<file path="src/rtl/gear_ctrl_pkg.sv">
// Shared encodings for the landing-gear controller and its LCD status driver.
package gear_ctrl_pkg;

   // Gear position states; the numeric values are visible on state_code.
   typedef enum logic [1:0] {
      ST_UP       = 2'd0,
      ST_LOWERING = 2'd1,
      ST_DOWN     = 2'd2,
      ST_RAISING  = 2'd3
   } gear_state_t;

   // True while the servo is physically moving the gear.
   function automatic logic is_transit(input gear_state_t s);
      return (s == ST_LOWERING) || (s == ST_RAISING);
   endfunction

endpackage

</file>
<file path="src/rtl/gear_sample_qual.sv">
// Distance-sample qualifier: hysteresis compare, N-sample confirmation and
// sensor watchdog. sample_valid is a one-cycle strobe with no back-pressure:
// distance_raw is consumed on every clk edge where sample_valid=1 and ignored
// otherwise.
module gear_sample_qual
   import gear_ctrl_pkg::*;
#(
   parameter int DW          = 20,
   parameter int DEPLOY_TH   = 58000,
   parameter int RETRACT_TH  = 72500,
   parameter int CONFIRM_N   = 4,
   parameter int TIMEOUT_CYC = 5000000
) (
   input  logic          clk,
   input  logic          rst,
   input  logic          sample_valid,
   input  logic [DW-1:0] distance_raw,
   output logic          sens_dn,
   output logic          sens_up,
   output logic          fault
);

   localparam int CW = $clog2(CONFIRM_N + 1);
   localparam int WW = $clog2(TIMEOUT_CYC);

   localparam logic [DW-1:0] DEP_TH   = DW'(DEPLOY_TH);
   localparam logic [DW-1:0] RET_TH   = DW'(RETRACT_TH);
   localparam logic [CW-1:0] CONF_MAX = CW'(CONFIRM_N);
   localparam logic [WW-1:0] WD_LAST  = WW'(TIMEOUT_CYC - 1);

   logic [CW-1:0] lo_cnt;
   logic [CW-1:0] hi_cnt;
   logic [WW-1:0] wd_cnt;

   // Confirmation counters: consecutive near / far samples, saturating; the
   // hysteresis band between the thresholds breaks both runs.
   always_ff @(posedge clk) begin
      if (rst) begin
         lo_cnt <= '0;
         hi_cnt <= '0;
      end else if (sample_valid) begin
         if (distance_raw < DEP_TH) begin
            hi_cnt <= '0;
            if (lo_cnt != CONF_MAX) lo_cnt <= lo_cnt + 1'b1;
         end else if (distance_raw >= RET_TH) begin
            lo_cnt <= '0;
            if (hi_cnt != CONF_MAX) hi_cnt <= hi_cnt + 1'b1;
         end else begin
            lo_cnt <= '0;
            hi_cnt <= '0;
         end
      end
   end

   // Watchdog: a sample always wins over the terminal count; the count holds
   // at its last value while fault is up so it never wraps.
   always_ff @(posedge clk) begin
      if (rst) begin
         wd_cnt <= '0;
         fault  <= 1'b0;
      end else if (sample_valid) begin
         wd_cnt <= '0;
         fault  <= 1'b0;
      end else if (wd_cnt == WD_LAST) begin
         fault  <= 1'b1;
      end else begin
         wd_cnt <= wd_cnt + 1'b1;
      end
   end

   assign sens_dn = (lo_cnt == CONF_MAX);
   assign sens_up = (hi_cnt == CONF_MAX);

endmodule

</file>
<file path="src/rtl/gear_deploy_ctrl.sv">
// Landing-gear controller: command arbitration (fault > manual > sensor),
// UP/LOWERING/DOWN/RAISING FSM with timed servo travel, Moore output decode.
module gear_deploy_ctrl
   import gear_ctrl_pkg::*;
#(
   parameter int DW          = 20,
   parameter int DEPLOY_TH   = 58000,
   parameter int RETRACT_TH  = 72500,
   parameter int CONFIRM_N   = 4,
   parameter int TRAVEL_CYC  = 50000000,
   parameter int TIMEOUT_CYC = 5000000
) (
   input  logic          clk,
   input  logic          rst,
   input  logic          sample_valid,
   input  logic [DW-1:0] distance_raw,
   input  logic          manual_req,
   input  logic          manual_deploy,
   output logic          angle_sel,
   output logic          gear_down,
   output logic          in_transit,
   output logic          fault,
   output logic [1:0]    state_code
);

   localparam int TW = $clog2(TRAVEL_CYC);
   localparam logic [TW-1:0] TRAVEL_LAST = TW'(TRAVEL_CYC - 1);

   gear_state_t   state;
   gear_state_t   state_nxt;
   logic [TW-1:0] timer;
   logic          sens_dn;
   logic          sens_up;
   logic          dn_cmd;
   logic          up_cmd;
   logic          travel_done;

   gear_sample_qual #(
      .DW          (DW),
      .DEPLOY_TH   (DEPLOY_TH),
      .RETRACT_TH  (RETRACT_TH),
      .CONFIRM_N   (CONFIRM_N),
      .TIMEOUT_CYC (TIMEOUT_CYC)
   ) u_qual (
      .clk          (clk),
      .rst          (rst),
      .sample_valid (sample_valid),
      .distance_raw (distance_raw),
      .sens_dn      (sens_dn),
      .sens_up      (sens_up),
      .fault        (fault)
   );

   // Command arbitration: a dead sensor forces deploy, then manual, then sensor.
   always_comb begin
      dn_cmd = sens_dn;
      up_cmd = sens_up;
      if (fault) begin
         dn_cmd = 1'b1;
         up_cmd = 1'b0;
      end else if (manual_req) begin
         dn_cmd = manual_deploy;
         up_cmd = !manual_deploy;
      end
   end

   assign travel_done = (timer == TRAVEL_LAST);

   // Next-state logic; a deploy in progress is never aborted.
   always_comb begin
      state_nxt = state;
      case (state)
         ST_UP:       if (dn_cmd) state_nxt = ST_LOWERING;
         ST_LOWERING: if (travel_done) state_nxt = ST_DOWN;
         ST_DOWN:     if (up_cmd && !dn_cmd) state_nxt = ST_RAISING;
         ST_RAISING: begin
            if (dn_cmd)           state_nxt = ST_LOWERING;
            else if (travel_done) state_nxt = ST_UP;
         end
         default:     state_nxt = ST_UP;
      endcase
   end

   // State register; reset abandons any move in progress.
   always_ff @(posedge clk) begin
      if (rst) state <= ST_UP;
      else     state <= state_nxt;
   end

   // Travel timer: restarts on every state change, counts while moving,
   // holds at its last value rather than wrapping.
   always_ff @(posedge clk) begin
      if (rst)
         timer <= '0;
      else if (state_nxt != state)
         timer <= '0;
      else if (is_transit(state) && !travel_done)
         timer <= timer + 1'b1;
   end

   assign angle_sel  = (state == ST_LOWERING) || (state == ST_DOWN);
   assign gear_down  = (state == ST_DOWN);
   assign in_transit = is_transit(state);
   assign state_code = state;

endmodule

</file>
<file path="config.mk">
export PLATFORM = sky130hd
export DESIGN_NAME = gear_deploy_ctrl
export DESIGN_NICKNAME = d
export VERILOG_FILES = /design/src/rtl/gear_ctrl_pkg.sv /design/src/rtl/gear_sample_qual.sv /design/src/rtl/gear_deploy_ctrl.sv
export SDC_FILE = /design/constraint.sdc
export NUM_CORES = 1
export LEC_CHECK = 0
export CORE_MARGIN = 2
export CORE_UTILIZATION = 40
export DETAILED_ROUTE_END_ITERATION = 6
export MAX_ROUTING_LAYER = met4
export PLACE_DENSITY = 0.63
export REMOVE_ABC_BUFFERS = 1
export SETUP_SLACK_MARGIN = 0.3
export SLEW_MARGIN = 20
export SYNTH_ARGS = -nofsm -noshare
export SYNTH_HDL_FRONTEND = slang
export SYNTH_HIERARCHICAL = 1
export SYNTH_SLANG_ARGS = --single-unit
</file>
<file path="constraint.sdc">
create_clock -name clk -period 4.86 [get_ports clk]
set_input_delay 0.972 -clock clk [delete_from_list [all_inputs] [get_ports clk]]
set_output_delay 0.972 -clock clk [all_outputs]
set_load 0.005 [all_outputs]
</file>
# After elaboration in Yosys (flattened, before gate mapping)
# Index checks and enable logic that the tools add are counted.
totals:
  reg_bits: 58
  wordCells: 51
classes:
  n_addsub: 4
  n_lt_le_gt_ge: 2
  eq_ne: 12
  muxes: 15
  reduce_logical: 12
op_table:
  columns: ["op", "n"]
  rows:
  - ["26-bit by 1-bit adder with 26-bit output (second input constant)", 1]
  - ["26-bit == test (second input constant)", 1]
  - ["23-bit by 1-bit adder with 23-bit output (second input constant)", 1]
  - ["23-bit == test (second input constant)", 1]
  - ["20-bit by 17-bit greater-or-equal comparator with 1-bit output (second input constant)", 1]
  - ["20-bit by 16-bit less-than comparator with 1-bit output (second input constant)", 1]
  - ["3-bit two-way mux", 5]
  - ["2-bit two-way mux", 5]
  - ["2-bit one-hot mux with 4 select lines", 1]
  - ["3-bit by 1-bit adder with 3-bit output (second input constant)", 2]
  - ["3-bit == test (second input constant)", 2]
  - ["3-bit != test (second input constant)", 2]
  - ["2-bit == test (second input constant)", 2]
  - ["1-bit two-way mux", 4]
  - ["2-bit AND reduction", 2]
  - ["2-bit OR reduction", 2]
  - ["1-bit zero test", 3]
  - ["3-bit by 2-bit != test with 1-bit output (second input constant)", 1]
  - ["2-bit by 1-bit == test with 1-bit output (second input constant)", 1]
  - ["1-bit logical AND", 2]
  - ["2-bit zero test", 1]
  - ["1-bit logical OR", 2]
  - ["2-bit != test", 1]
  - ["2-bit != test (second input constant)", 1]

# Logic depth before layout (Yosys ltp)
# Gate-level depths: netlist of run 1.
depth:
  ltp_word: 9
  mapped_depth: 11
  mapped_depth_nobuf: 9

# Cells and area by module
# The synthesis of run 1 kept the hierarchy.
by_module_without_submodules:
  columns: ["module", "n_inst", "cells_each", "area_each_um2", "seq_area_each_um2"]
  rows:
  - ["gear_sample_qual", 1, 200, 1675.4, 600.6]
  - ["gear_deploy_ctrl", 1, 183, 1540.2, 560.5]

# Least setup slack after synthesis of run 1
# OpenSTA, ideal clock, no wires.
synth_path:
  path_type: "input to register"
  startpoint: "input manual_req"
  endpoint: "register timer[10]"
  arrival_ns: 2.378
  setup_slack_ns: 2.419
  cell_stages: 8
  n_path_buf: 2
  path_cell_list: "nor2b_1 o21bai_1 a221oi_1 o311ai_0 or3_1 buf_6 buf_12 nor2_1"
synth_between:
  elab_chain_cells: 8
  elab_cells_between_ends: 12
  classes_between: "eq/ne (1); mux (8); reduce/logical (3)"
synth_lines:
  columns: ["item", "line", "source"]
  rows:
  - ["from (decl)", "gear_deploy_ctrl.sv:17", "input logic manual_req,"]
  - ["1-bit two-way mux", "gear_deploy_ctrl.sv:61", "end else if (manual_req) begin"]
  - ["1-bit two-way mux", "gear_deploy_ctrl.sv:58", "if (fault) begin"]
  - ["1-bit zero test", "gear_deploy_ctrl.sv:75", "ST_DOWN: if (up_cmd && !dn_cmd) state_nxt = ST_RAISING;"]
  - ["1-bit logical AND", "gear_deploy_ctrl.sv:75", null]
  - ["2-bit two-way mux", "gear_deploy_ctrl.sv:75", null]
  - ["2-bit one-hot mux with 4 select lines (*)", "gear_deploy_ctrl.sv:72", "case (state)"]
  - ["2-bit != test (*)", "gear_deploy_ctrl.sv:95", "else if (state_nxt != state)"]
  - ["2-bit OR reduction (no source line) (*)", null, null]
  - ["to (signal assigned)", "gear_deploy_ctrl.sv:98", "timer <= timer + 1'b1;"]
  - ["to (decl)", "gear_deploy_ctrl.sv:31", "logic [TW-1:0] timer;"]
# Every way passes the cells marked *; elsewhere a longest branch is shown, timed or not.
# A chain may end at the register's enable or synchronous reset.

# Worst setup path in the final report of run 1
layout_path:
  startpoint: "register state[1], in the netlist state_code[1]"
  endpoint: "output in_transit"
layout_between:
  elab_chain_cells: 2
  elab_cells_between_ends: 3
  classes_between: "eq/ne (2); reduce/logical (1)"
layout_lines:
  columns: ["item", "line", "source"]
  rows:
  - ["from (decl)", "gear_deploy_ctrl.sv:29", "gear_state_t state;"]
  - ["from (signal assigned)", "gear_deploy_ctrl.sv:87", "else state <= state_nxt;"]
  - ["2-bit by 1-bit == test with 1-bit output / 2-bit == test (equally long branches)", "gear_ctrl_pkg.sv:14", "return (s == ST_LOWERING) || (s == ST_RAISING);"]
  - ["1-bit logical OR (*)", "gear_ctrl_pkg.sv:14", null]
  - ["to (decl)", "gear_deploy_ctrl.sv:21", "output logic in_transit,"]
# Marked as above.

==> results of run 1 <==
-- stage by stage --
stage | instances | cell area [sq um]
after floorplan | 368 | 3110
after detailed placement | 500 | 3540
after global placement | 500 | 3540
after CTS | 516 | 3740
final | 516 | 3740
after global routing | 516 | 3740
-- path summary, 6_finish.rpt --
path                                  startpoint          endpoint  slack, ps  cells after the start
worst max register to register          timer[0]          timer[9]       1890                      7
worst min register to register  u_qual/wd_cnt[1]  u_qual/wd_cnt[1]        490                      2
worst min-delay path            u_qual/wd_cnt[1]  u_qual/wd_cnt[1]        490                      2
worst max-delay path               state_code[1]        in_transit       1640                      5
-- logic make-up (layout without fill, tap and decap cells) --
kind of cell    Yosys count  count (layout)  share of synthesized area
mux                       3               3                    0.00934
simple gates            182             182                      0.303
flops                    58              58                      0.361
compound gates           68              68                      0.150
xor+xnor                 33              33                     0.0899
buf+inv                  29              60                     0.0479
fa+ha+maj                10              10                     0.0389
-- area by class of cell --
type / count / area, sq um
sequential: 58 / 1160
clock inverter: 5 / 52.6
inverter: 14 / 52.6
timing repair buffer: 30 / 295
tap: 102 / 128
fill: 772 / 4030
clock buffer: 11 / 151
multi-input combinational: 296 / 1900
-- power by group --
part	switching [uW]	leakage (uW)	internal (uW)
Clock	188	0.000105	262
Sequential	6.58	0.000468	481
Combinational	46.2	0.000666	41.9
Total	241	0.00124	784
-- cell usage after synthesis (all sizes together) (2+ instances only) --
cell type | n | share of area
and4 | 3 | 0.0082
dfxtp | 58 | 0.36
or2 | 3 | 0.0058
xor2 | 25 | 0.068
or3 | 8 | 0.018
nand2 | 27 | 0.032
clkbuf | 9 | 0.011
o31a | 2 | 0.0058
nand4 | 21 | 0.041
o21ai | 8 | 0.012
a21boi | 3 | 0.0093
a31oi | 3 | 0.0058
nor3 | 18 | 0.030
nor4 | 7 | 0.020
and3 | 7 | 0.014
or4 | 7 | 0.018
inv | 13 | 0.015
o31ai | 4 | 0.0093
a211oi | 2 | 0.0047
o311ai | 2 | 0.0054
a2111o | 2 | 0.0070
ha | 10 | 0.039
xnor2 | 8 | 0.022
and2 | 8 | 0.016
a221oi | 2 | 0.0054
a21oi | 20 | 0.031
nor2 | 48 | 0.058
o21a | 5 | 0.012
nand3 | 20 | 0.031
mux2i | 3 | 0.0093
buf | 6 | 0.021
nand4b | 2 | 0.0054
-- flip-flops by register name (all words and copies together) (netlist names) --
signal and cells:
u_qual/fault 1, state_code 2, u_qual/hi_cnt 3, u_qual/wd_cnt 23
timer 26, u_qual/lo_cnt 3
-- tightest hold or removal path, delay by kind of cell (launching register included) --
family	cells	cell delay (ps)
DFF	1	320
AOI/OAI and AO/OA	1	60
and+or+nand+nor	1	60
-- per-layer routing --
layer	routed length (um)	track usage	part of all wire	vias up
met4	140	0.0845	0.021	0
li1	-	-	-	1450
met2	2960	0.254	0.45	45
met5	0	-	0	-
met3	171	0.0265	0.026	12
met1	3350	0.214	0.51	1328
-- layout by cell type (no fill, tap or decap), types with 4 or more instances in the layout --
cell type                         count
sky130_fd_sc_hd__dfxtp_1             58
sky130_fd_sc_hd__nor2_1              46
sky130_fd_sc_hd__clkdlybuf4s50_1     28
sky130_fd_sc_hd__nand2_1             27
sky130_fd_sc_hd__xor2_1              25
sky130_fd_sc_hd__nand4_1             21
sky130_fd_sc_hd__a21oi_1             20
sky130_fd_sc_hd__nand3_1             20
sky130_fd_sc_hd__nor3_1              17
sky130_fd_sc_hd__inv_1               13
sky130_fd_sc_hd__clkbuf_8            11
sky130_fd_sc_hd__ha_1                10
sky130_fd_sc_hd__and2_1               8
sky130_fd_sc_hd__xnor2_1              8
sky130_fd_sc_hd__and3_1               7
sky130_fd_sc_hd__o21ai_0              6
sky130_fd_sc_hd__or4_1                6
sky130_fd_sc_hd__or3_1                6
sky130_fd_sc_hd__nor4_1               5
sky130_fd_sc_hd__o21a_1               5
sky130_fd_sc_hd__o31ai_1              4
==> results by group, run 1 <==
Status
  – Outcome: complete, no violations

Power
  – Total design power: 1030 uW
  – Power Dens Cells: 274 mW/mm^2
  – Standby leakage power: 0.00124 uW
  – Peak supply drop: 0.131 mV

Routing
  – Number of optimization iterations in the first detailed-route pass: 4
  – Per-cell via count in the routed design: 5.49
  – Drt drc: 0
  – ANT nets after route: 0
  – Vias: 2835
  – Detail-routed net length per standard cell: 12.8 um
  – Starting DRC count in detailed routing: 123
  – Total Routed Length: 6620 um

Global routing
  – Maximum number of pins on one net before global-route repair: 27
  – First-pass GRT wire length: 11500 um
  – Antenna violations before repair: 0
  – All-Layer GR Usage: 0.166
  – Remaining global-route overflow: 0
  – Vias in the first global route: 2652

Clocking
  – Clock tree from TritonCTS: done
  – Root Driver: sky130_fd_sc_hd__clkbuf_8
  – Number of gates given a new drive strength after cts: 0
  – Number of clock sinks: 58
  – Number of buffers created by CTS: 9
  – Skew-Pair Late Insertion Delay: 330 ps
  – Maximum buffer depth of the clock tree: 2
  – Number of setup buffers added after CTS: 0
  – Clock input transition at the sequential cells of the worst setup and hold paths: 70 ps
  – Total number of H-tree levels: 3
  – Hold buffer count at CTS: 0

Logic synthesis
  – Synthesized netlist cell count: 383
  – Number of storage elements in the synthesis netlist: 58
  – Most used DFF post-synth: sky130_fd_sc_hd__dfxtp_1
  – Average cell area after synthesis: 8.40 sq um
  – Synth warn: 6
  – EDFF count, synth: 0
  – Async SR Flop Fraction: 0
  – Post-synthesis instance area: 0.00322 sq mm
  – Number of distinct library cells after synthesis: 64
  – Seq/Total Area, Yosys: 0.361

Finish
  – Post-synthesis to final-layout area growth: 16.3%
  – Number of antenna diodes: 0
  – Net total in the final layout: 444
  – Layout cells sized above 1: 0.0870
  – Core Util, Final: 0.482

Worst setup path
  – Sum of buffers and inverters on the critical path: 3
  – Kind of cell adding the most delay to the critical path: buffers and inverters
  – Library cell contributing the largest single delay on the critical path: sky130_fd_sc_hd__clkdlybuf4s50_1
  – Data arrival time at the worst-slack endpoint: 2250 ps
  – Worst Path Class, Setup: register to primary output
  – Maximum fanout count along the critical path: 8
  – Crit path launch type: register
  – Critical Path, Cell by Cell: inv_1 > ha_1 > nor2_1 > clkinv_1 > clkdlybuf4s50_1
  – Worst path max stage delay: 530 ps
  – Data required time of the critical path: 3890 ps
  – Endpoint class of the critical path: primary output

Timing
  – RSZ-0062 raised after global routing: no
  – Fraction of the cycle the final worst path needs: 0.662
  – Time the worst path needs with I/O delays and setup: 3220 ps
  – Max Clock Skew: 8.80 ps
  – Final hold violations: 0
  – Total negative slack for setup checks: 0 ps
  – Final hold slack: 486 ps
  – Number of setup violations in the final report: 0
  – Slew @ Worst Pin: 919 ps
  – Worst relative slew slack: 0.387
  – Post-route worst setup slack: 1640 ps
  – Highest clock frequency the design can meet: 311 MHz
  – Max Slew Vio Count: 0

Floorplanning
  – Core region area: 0.00777 sq mm
  – Height of the die: 93.7 um
  – Starting density of the core: 0.414
  – Ports: 31
  – Number of cell rows: 32
  – Floorplan die width: 93.7 um
  – Die Outline Area: 0.00877 sq mm

Placed design
  – Final weighted congestion in routability-driven placement: 0.869
  – Total half-perimeter wirelength after legalization and detailed placement: 4830 um
  – Worst setup slack before clock tree synthesis: 1470 ps
  – Number of buffer cells added on primary ports: 28

Flow run
  – Maxcap violations: 0

Hold path
  – Min-delay worst type: register to register
No activity file was read; power rests on OpenSTA's default activity.
==> run 2: changes to the inputs <==
- PLACE_DENSITY: 0.63 -> 0.65
- clock period: 4.86 -> 2.7 ns (I/O delays scaled with it)
==> run 2 against run 1 <==
  * Clock skew decreased by 2.0 ps
  * Register-to-register slack got worse by 1400 ps
  * Global-route usage increased by 0.68 points
  * Combinational power increased by 110%
  * Die area unchanged
  * Sequential cell count unchanged
==> results by group, run 2 (synthesis gave the netlist of run 1 again) <==
Floorplanning
  – Number of cell rows: 32 (unchanged)
  – Core region area: 0.00777 sq mm (unchanged)
  – Die Outline Area: 0.00877 sq mm (unchanged)
  – Starting density of the core: 0.414 (unchanged)
  – Height of the die: 93.7 um (unchanged)
  – Ports: 31 (unchanged)
  – Floorplan die width: 93.7 um (unchanged)

Timing
  – Total negative slack for setup checks: 0 ps (unchanged)
  – Final hold slack: 488 ps (+1.64 ps)
  – Max Slew Vio Count: 0 (unchanged)
  – Worst relative slew slack: 0.598 (+0.211)
  – Highest clock frequency the design can meet: 430 MHz
  – Slew @ Worst Pin: 601 ps (-319 ps)
  – Max Clock Skew: 6.77 ps (-2.03 ps)
  – Fraction of the cycle the final worst path needs: 0.862
  – Final hold violations: 0 (unchanged)
  – Number of setup violations in the final report: 0 (unchanged)
  – Time the worst path needs with I/O delays and setup: 2330 ps
  – RSZ-0062 raised after global routing: yes

Finish
  – Largest register FFs: 26 (unchanged)
  – Biggest register: timer
  – Layout cells sized above 1: 0.111 (+0.0244)
  – Most common cell after layout, fill and taps aside: sky130_fd_sc_hd__dfxtp_1
  – Net total in the final layout: 452 (+1.8%)
  – Number of antenna diodes: 0 (unchanged)
  – Most frequent cells in the layout: sky130_fd_sc_hd__dfxtp_1, sky130_fd_sc_hd__nor2_1, sky130_fd_sc_hd__clkdlybuf4s50_1
  – Core Util, Final: 0.488 (+0.00628)
  – Post-synthesis to final-layout area growth: 17.9%
  – Largest regs: timer x26, u_qual/wd_cnt x23
  – Count of filler cells inserted in the layout: 775 (+0.39%)
  – Non-filler instance count after layout: 524 (+1.6%)

Routing
  – ANT nets after route: 0 (unchanged)
  – Per-cell via count in the routed design: 5.47 (-0.52%)
  – Total Routed Length: 6790 um (+2.6%)
  – Detail-routed net length per standard cell: 13.0 um (+0.99%)
  – Drt drc: 0 (unchanged)
  – Number of optimization iterations in the first detailed-route pass: 6 (+2)
  – Starting DRC count in detailed routing: 103 (-16%)
  – Vias: 2864 (+1.0%)

Worst setup path
  – Endpoint class of the critical path: primary output
  – Library cell contributing the largest single delay on the critical path: sky130_fd_sc_hd__clkdlybuf4s50_1
  – Worst Path Class, Setup: register to primary output
  – Data required time of the critical path: 2160 ps (-1730 ps)
  – Worst path max stage delay: 460 ps (-70 ps)
  – Data arrival time at the worst-slack endpoint: 1790 ps (-460 ps)
  – Maximum fanout count along the critical path: 8 (unchanged)
  – Critical Path, Cell by Cell: buf_4 > ha_1 > nor2_2 > clkinv_1 > clkdlybuf4s50_1
  – Crit path launch type: register

Placed design
  – Final weighted congestion in routability-driven placement: 0.857 (-1.4%)
  – Number of buffer cells added on primary ports: 28 (unchanged)
  – Total half-perimeter wirelength after legalization and detailed placement: 4950 um (+2.5%)
  – Dpl cells: 508 (+1.6%)

Power
  – Power Dens Cells: 472 mW/mm^2 (+72%)
  – Peak supply drop: 0.282 mV (+120%)
  – Standby leakage power: 0.00128 uW (+2.9%)

Global routing
  – First-pass GRT wire length: 12000 um (+4.2%)
  – Global-route met2 utilization: 0.278 (+0.0240)
  – Remaining global-route overflow: 0 (unchanged)
  – Busiest metal layer after global routing: met2
  – All-Layer GR Usage: 0.173 (+0.00684)
  – Maximum number of pins on one net before global-route repair: 20 (-26%)
  – Vias in the first global route: 2763 (+4.2%)
  – Antenna violations before repair: 0 (unchanged)
  – Grt met1 use: 0.214 (about the same)
  – Global Route met3 Usage: 0.0313 (+0.00482)

Clocking
  – Number of buffers created by CTS: 9 (unchanged)
  – Clock tree from TritonCTS: done
  – Number of setup buffers added after CTS: 0 (unchanged)
  – Total number of H-tree levels: 3 (unchanged)
  – Clock input transition at the sequential cells of the worst setup and hold paths: 60 ps (about the same)
  – Hold buffer count at CTS: 0 (unchanged)
  – Root Driver: sky130_fd_sc_hd__clkbuf_8
  – Number of clock sinks: 58 (unchanged)
  – Skew-Pair Late Insertion Delay: 330 ps (about the same)
  – Maximum buffer depth of the clock tree: 2 (unchanged)

Status
  – Outcome: complete, no violations

Hold path
  – Min-delay worst type: register to register

Flow run
  – Maxcap violations: 0 (unchanged)
run 2: changes by cell type in the layout (fill, tap and decap cells not counted), moves of 2 or more:
cell	delta
sky130_fd_sc_hd__buf_4	+8
sky130_fd_sc_hd__clkbuf_1	+2
sky130_fd_sc_hd__nor2_1	-2
sky130_fd_sc_hd__nor2_2	+2
run 2: layout make-up:
type                    count  area (sq um)  share of cell area
clock inverters             2          10.0             0.00264
multi-input cells         296          1910               0.504
flip-flops and latches     58          1160               0.307
inverters                  14          52.6              0.0139
well taps                 102           128              0.0337
clock buffers              14           173              0.0456
repair buffers             38           355              0.0938
run 2: layer usage:
metal  vias up  part of all wire
li1       1459                 -
met1      1339              0.48
met2        60              0.47
met3         6             0.037
met4         0             0.011
met5         -                 0
run 2: through the flow:
stage | worst slack [ps] | instance area [sq um] | total power [uW]
floorplan | 286 | 3110 | 980
global placement | 141 | 3600 | 1070
detailed placement | 90.2 | 3600 | 1070
CTS | 316 | 3780 | 1820
global route | 282 | 3790 | 1880
finish | 372 | 3790 | 1790
run 2: final timing paths:
check                                       from          endpoint  slack (ps)  cells after the start
worst min register to register  u_qual/wd_cnt[1]  u_qual/wd_cnt[1]         490                      2
worst max register to register  u_qual/lo_cnt[0]          timer[5]         460                     10
worst min-delay path            u_qual/wd_cnt[1]  u_qual/wd_cnt[1]         490                      2
worst max-delay path               state_code[0]        in_transit         370                      5
run 2: what timing repair did:
action | in CTS | in global routing
pin swaps | 0 | 0
endpoints found under the setup margin | 1 | 27
resized for setup | 2 | 3
run 2: worst max-delay path, delay by kind of cell (launching register included):
| family | cells | cell delay (ps) |
|---|---|---|
| adders and majority gates | 1 | 250 |
| DFF | 1 | 310 |
| and+or+nand+nor | 1 | 190 |
| buffers and inverters | 3 | 730 |
run 2: power breakdown:
group	leakage, uW	internal [uW]	total, uW	switching (uW)
combinational	0.000710	89.5	181	91.3
sequential	0.000469	866	873	7.62
clock	0.0000965	406	734	328
total	0.00128	1360	1790	427
==> run 3: changes to the inputs <==
- SETUP_SLACK_MARGIN: 0.3 -> 0.4
==> run 3 against run 2 <==
  * Sequential cell count is the same
  * Register-to-register slack improved by 50 ps
  * Critical path depth rose by 3
  * Worst hold slack about the same
  * Wire length rose by 3.5%
  * Worst setup slack improved by 110 ps
  * Die area stayed put
  * Maximum frequency increased by 5.2%
  * First-iteration DRC count is 25% higher
  * Critical endpoint is now timer[20]
  * Highest routed layer unchanged
==> results by group, run 3 (synthesis gave the netlist of run 1 again) <==
Worst setup path
  – Crit Reg-Reg Startpoint: u_qual/lo_cnt[0]
  – Data arrival time at the worst-slack endpoint: 2480 ps (+690 ps)
  – Crit path launch type: input port
  – Worst path max stage delay: 510 ps (+50 ps)
  – Critical R2R Capture: timer[20]
  – Length in cells of the worst reg-to-reg path: 10 (unchanged)
  – Beginning of the critical path: manual_req
  – Library cell contributing the largest single delay on the critical path: sky130_fd_sc_hd__clkdlybuf4s50_1
  – Flop-to-flop setup slack: 510 ps (+50 ps)
  – Critical Path, Cell by Cell: clkdlybuf4s50_1 > nor2b_4 > o21bai_4 > a221oi_2 > o311ai_1 > or3_4 > buf_4 > nor2_1
  – Worst Path Class, Setup: input port to register
  – Endpoint class of the critical path: register
  – Data required time of the critical path: 2970 ps (+810 ps)
  – Maximum fanout count along the critical path: 7 (-1)

Timing
  – RSZ-0062 raised after global routing: no
  – Number of setup violations in the final report: 0 (unchanged)
  – Slew @ Worst Pin: 601 ps (+0.151 ps)
  – Worst relative slew slack: 0.598 (about the same)
  – Post-route worst setup slack: 487 ps (+115 ps)
  – Fraction of the cycle the final worst path needs: 0.820 (-0.0426)
  – Final hold violations: 0 (unchanged)
  – Max Slew Vio Count: 0 (unchanged)
  – Total negative slack for setup checks: 0 ps (unchanged)
  – Time the worst path needs with I/O delays and setup: 2210 ps (-115 ps)
  – Highest clock frequency the design can meet: 452 MHz (+5.2%)
  – Max Clock Skew: 7.89 ps (+1.12 ps)

Hold path
  – Min-delay worst type: register to register
  – Start point of the worst min-delay path: u_qual/wd_cnt[1]
  – Hold Path End: u_qual/wd_cnt[1]
  – Hold path cells: 2 (unchanged)

Clocking
  – Root Driver: sky130_fd_sc_hd__clkbuf_8
  – Hold buffer count at CTS: 0 (unchanged)
  – Maximum buffer depth of the clock tree: 2 (unchanged)
  – Number of clock sinks: 58 (unchanged)
  – Clock tree from TritonCTS: done
  – Number of buffers created by CTS: 9 (unchanged)
  – Skew-Pair Late Insertion Delay: 330 ps (about the same)
  – Total number of H-tree levels: 3 (unchanged)
  – Clock input transition at the sequential cells of the worst setup and hold paths: 60 ps (about the same)

Status
  – Outcome: complete, no violations

Placed design
  – Cell area after placement: 0.00360 sq mm (unchanged)
  – Dpl cells: 508 (unchanged)
  – Total half-perimeter wirelength after legalization and detailed placement: 4950 um (unchanged)
  – Worst setup slack before clock tree synthesis: 90.2 ps (unchanged)
  – Number of buffer cells added on primary ports: 28 (unchanged)
  – Final weighted congestion in routability-driven placement: 0.857 (unchanged)

Power
  – Peak supply drop: 0.283 mV (+0.46%)
  – Standby leakage power: 0.00131 uW (+2.8%)
  – Total design power: 1810 uW (+1.1%)
  – Power Dens Cells: 470 mW/mm^2 (-0.44%)

Finish
  – Most common cell after layout, fill and taps aside: sky130_fd_sc_hd__dfxtp_1
  – Finished layout cell area: 0.00385 sq mm (+1.6%)
  – Net total in the final layout: 454 (+0.44%)
  – Largest register FFs: 26 (unchanged)
  – Post-synthesis to final-layout area growth: 19.7%
  – Most frequent cells in the layout: sky130_fd_sc_hd__dfxtp_1, sky130_fd_sc_hd__nor2_1, sky130_fd_sc_hd__nand2_1, sky130_fd_sc_hd__clkdlybuf4s50_1, sky130_fd_sc_hd__xor2_1
  – Number of antenna diodes: 0 (unchanged)
  – Non-filler instance count after layout: 526 (+0.38%)
  – Largest regs: timer x26, u_qual/wd_cnt x23
  – Biggest register: timer
  – Layout cells sized above 1: 0.132 (+0.0207)

Routing
  – Starting DRC count in detailed routing: 129 (+25%)
  – Total Routed Length: 7030 um (+3.5%)
  – Detail-routed net length per standard cell: 13.4 um (+3.2%)
  – Vias: 2885 (+0.73%)
  – Per-cell via count in the routed design: 5.48 (+0.35%)
  – Number of optimization iterations in the first detailed-route pass: 4 (-2)
  – ANT nets after route: 0 (unchanged)
  – Drt drc: 0 (unchanged)

Global routing
  – Vias in the first global route: 2789 (+0.94%)
  – All-Layer GR Usage: 0.174 (+0.00122)
  – Remaining global-route overflow: 0 (unchanged)
  – First-pass GRT wire length: 12100 um (+0.86%)
  – Antenna violations before repair: 0 (unchanged)
  – Maximum number of pins on one net before global-route repair: 20 (unchanged)

Floorplanning
  – Number of cell rows: 32 (unchanged)
  – Height of the die: 93.7 um (unchanged)
  – Ports: 31 (unchanged)
  – Core region area: 0.00777 sq mm (unchanged)
  – Die Outline Area: 0.00877 sq mm (unchanged)
  – Floorplan die width: 93.7 um (unchanged)
  – Starting density of the core: 0.414 (unchanged)

Flow run
  – Maxcap violations: 0 (unchanged)
-- run 3: worst max-delay path by stage --
| stage | endpoint | cells after the start |
|---|---|---|
| 3_5_place_dp | timer[0] | 8 |
| 2_1_floorplan | timer[0] | 7 |
| 5_1_grt | timer[20] | 10 |
| 3_3_place_gp | timer[21] | 8 |
| 6_report | timer[20] | 8 |
| 4_1_cts | in_transit | 5 |
-- run 3: metrics by stage --
| stage | util | hold WS [ps] |
|---|---|---|
| final | 0.496 | 488 |
| after global routing | 0.496 | 518 |
| after CTS | 0.489 | 488 |
| after detailed placement | 0.463 | 479 |
| after global placement | 0.463 | 467 |
| after floorplan | - | 450 |
-- run 3: power breakdown --
group | internal (uW) | leakage (uW) | switching [uW]
logic | 101 | 0.000745 | 97.8
registers | 866 | 0.000470 | 7.75
clock network | 406 | 0.0000965 | 331
total | 1370 | 0.00131 | 436
-- run 3: area by class of cell --
class | instances | area, sq um
clock buffers | 14 | 173
clock inverters | 2 | 10.0
fillers | 762 | 3920
inverters | 14 | 52.6
multi-input cells | 296 | 1940
flip-flops and latches | 58 | 1160
well taps | 102 | 128
repair buffers | 40 | 380
-- run 3: what timing repair did --
item                       CTS  global route
setup buffers                1             0
pin swaps                    1             4
cloned                       0             1
setup endpoints to repair    3            27
resized for setup            5            15
-- run 3: worst max-delay path, delay by kind of cell --
family	cells	cell delay, ps
AOI/OAI and AO/OA	3	510
and+or+nand+nor	3	720
buffers and inverters	2	690
-- run 3: metal layers --
layer / GRT usage / up-vias / wire [um]
li1: - / 1463 / -
met3: 0.0313 / 6 / 339
met1: 0.214 / 1341 / 3340
met5: - / - / 0
met4: 0.0773 / 0 / 77
met2: 0.282 / 75 / 3270
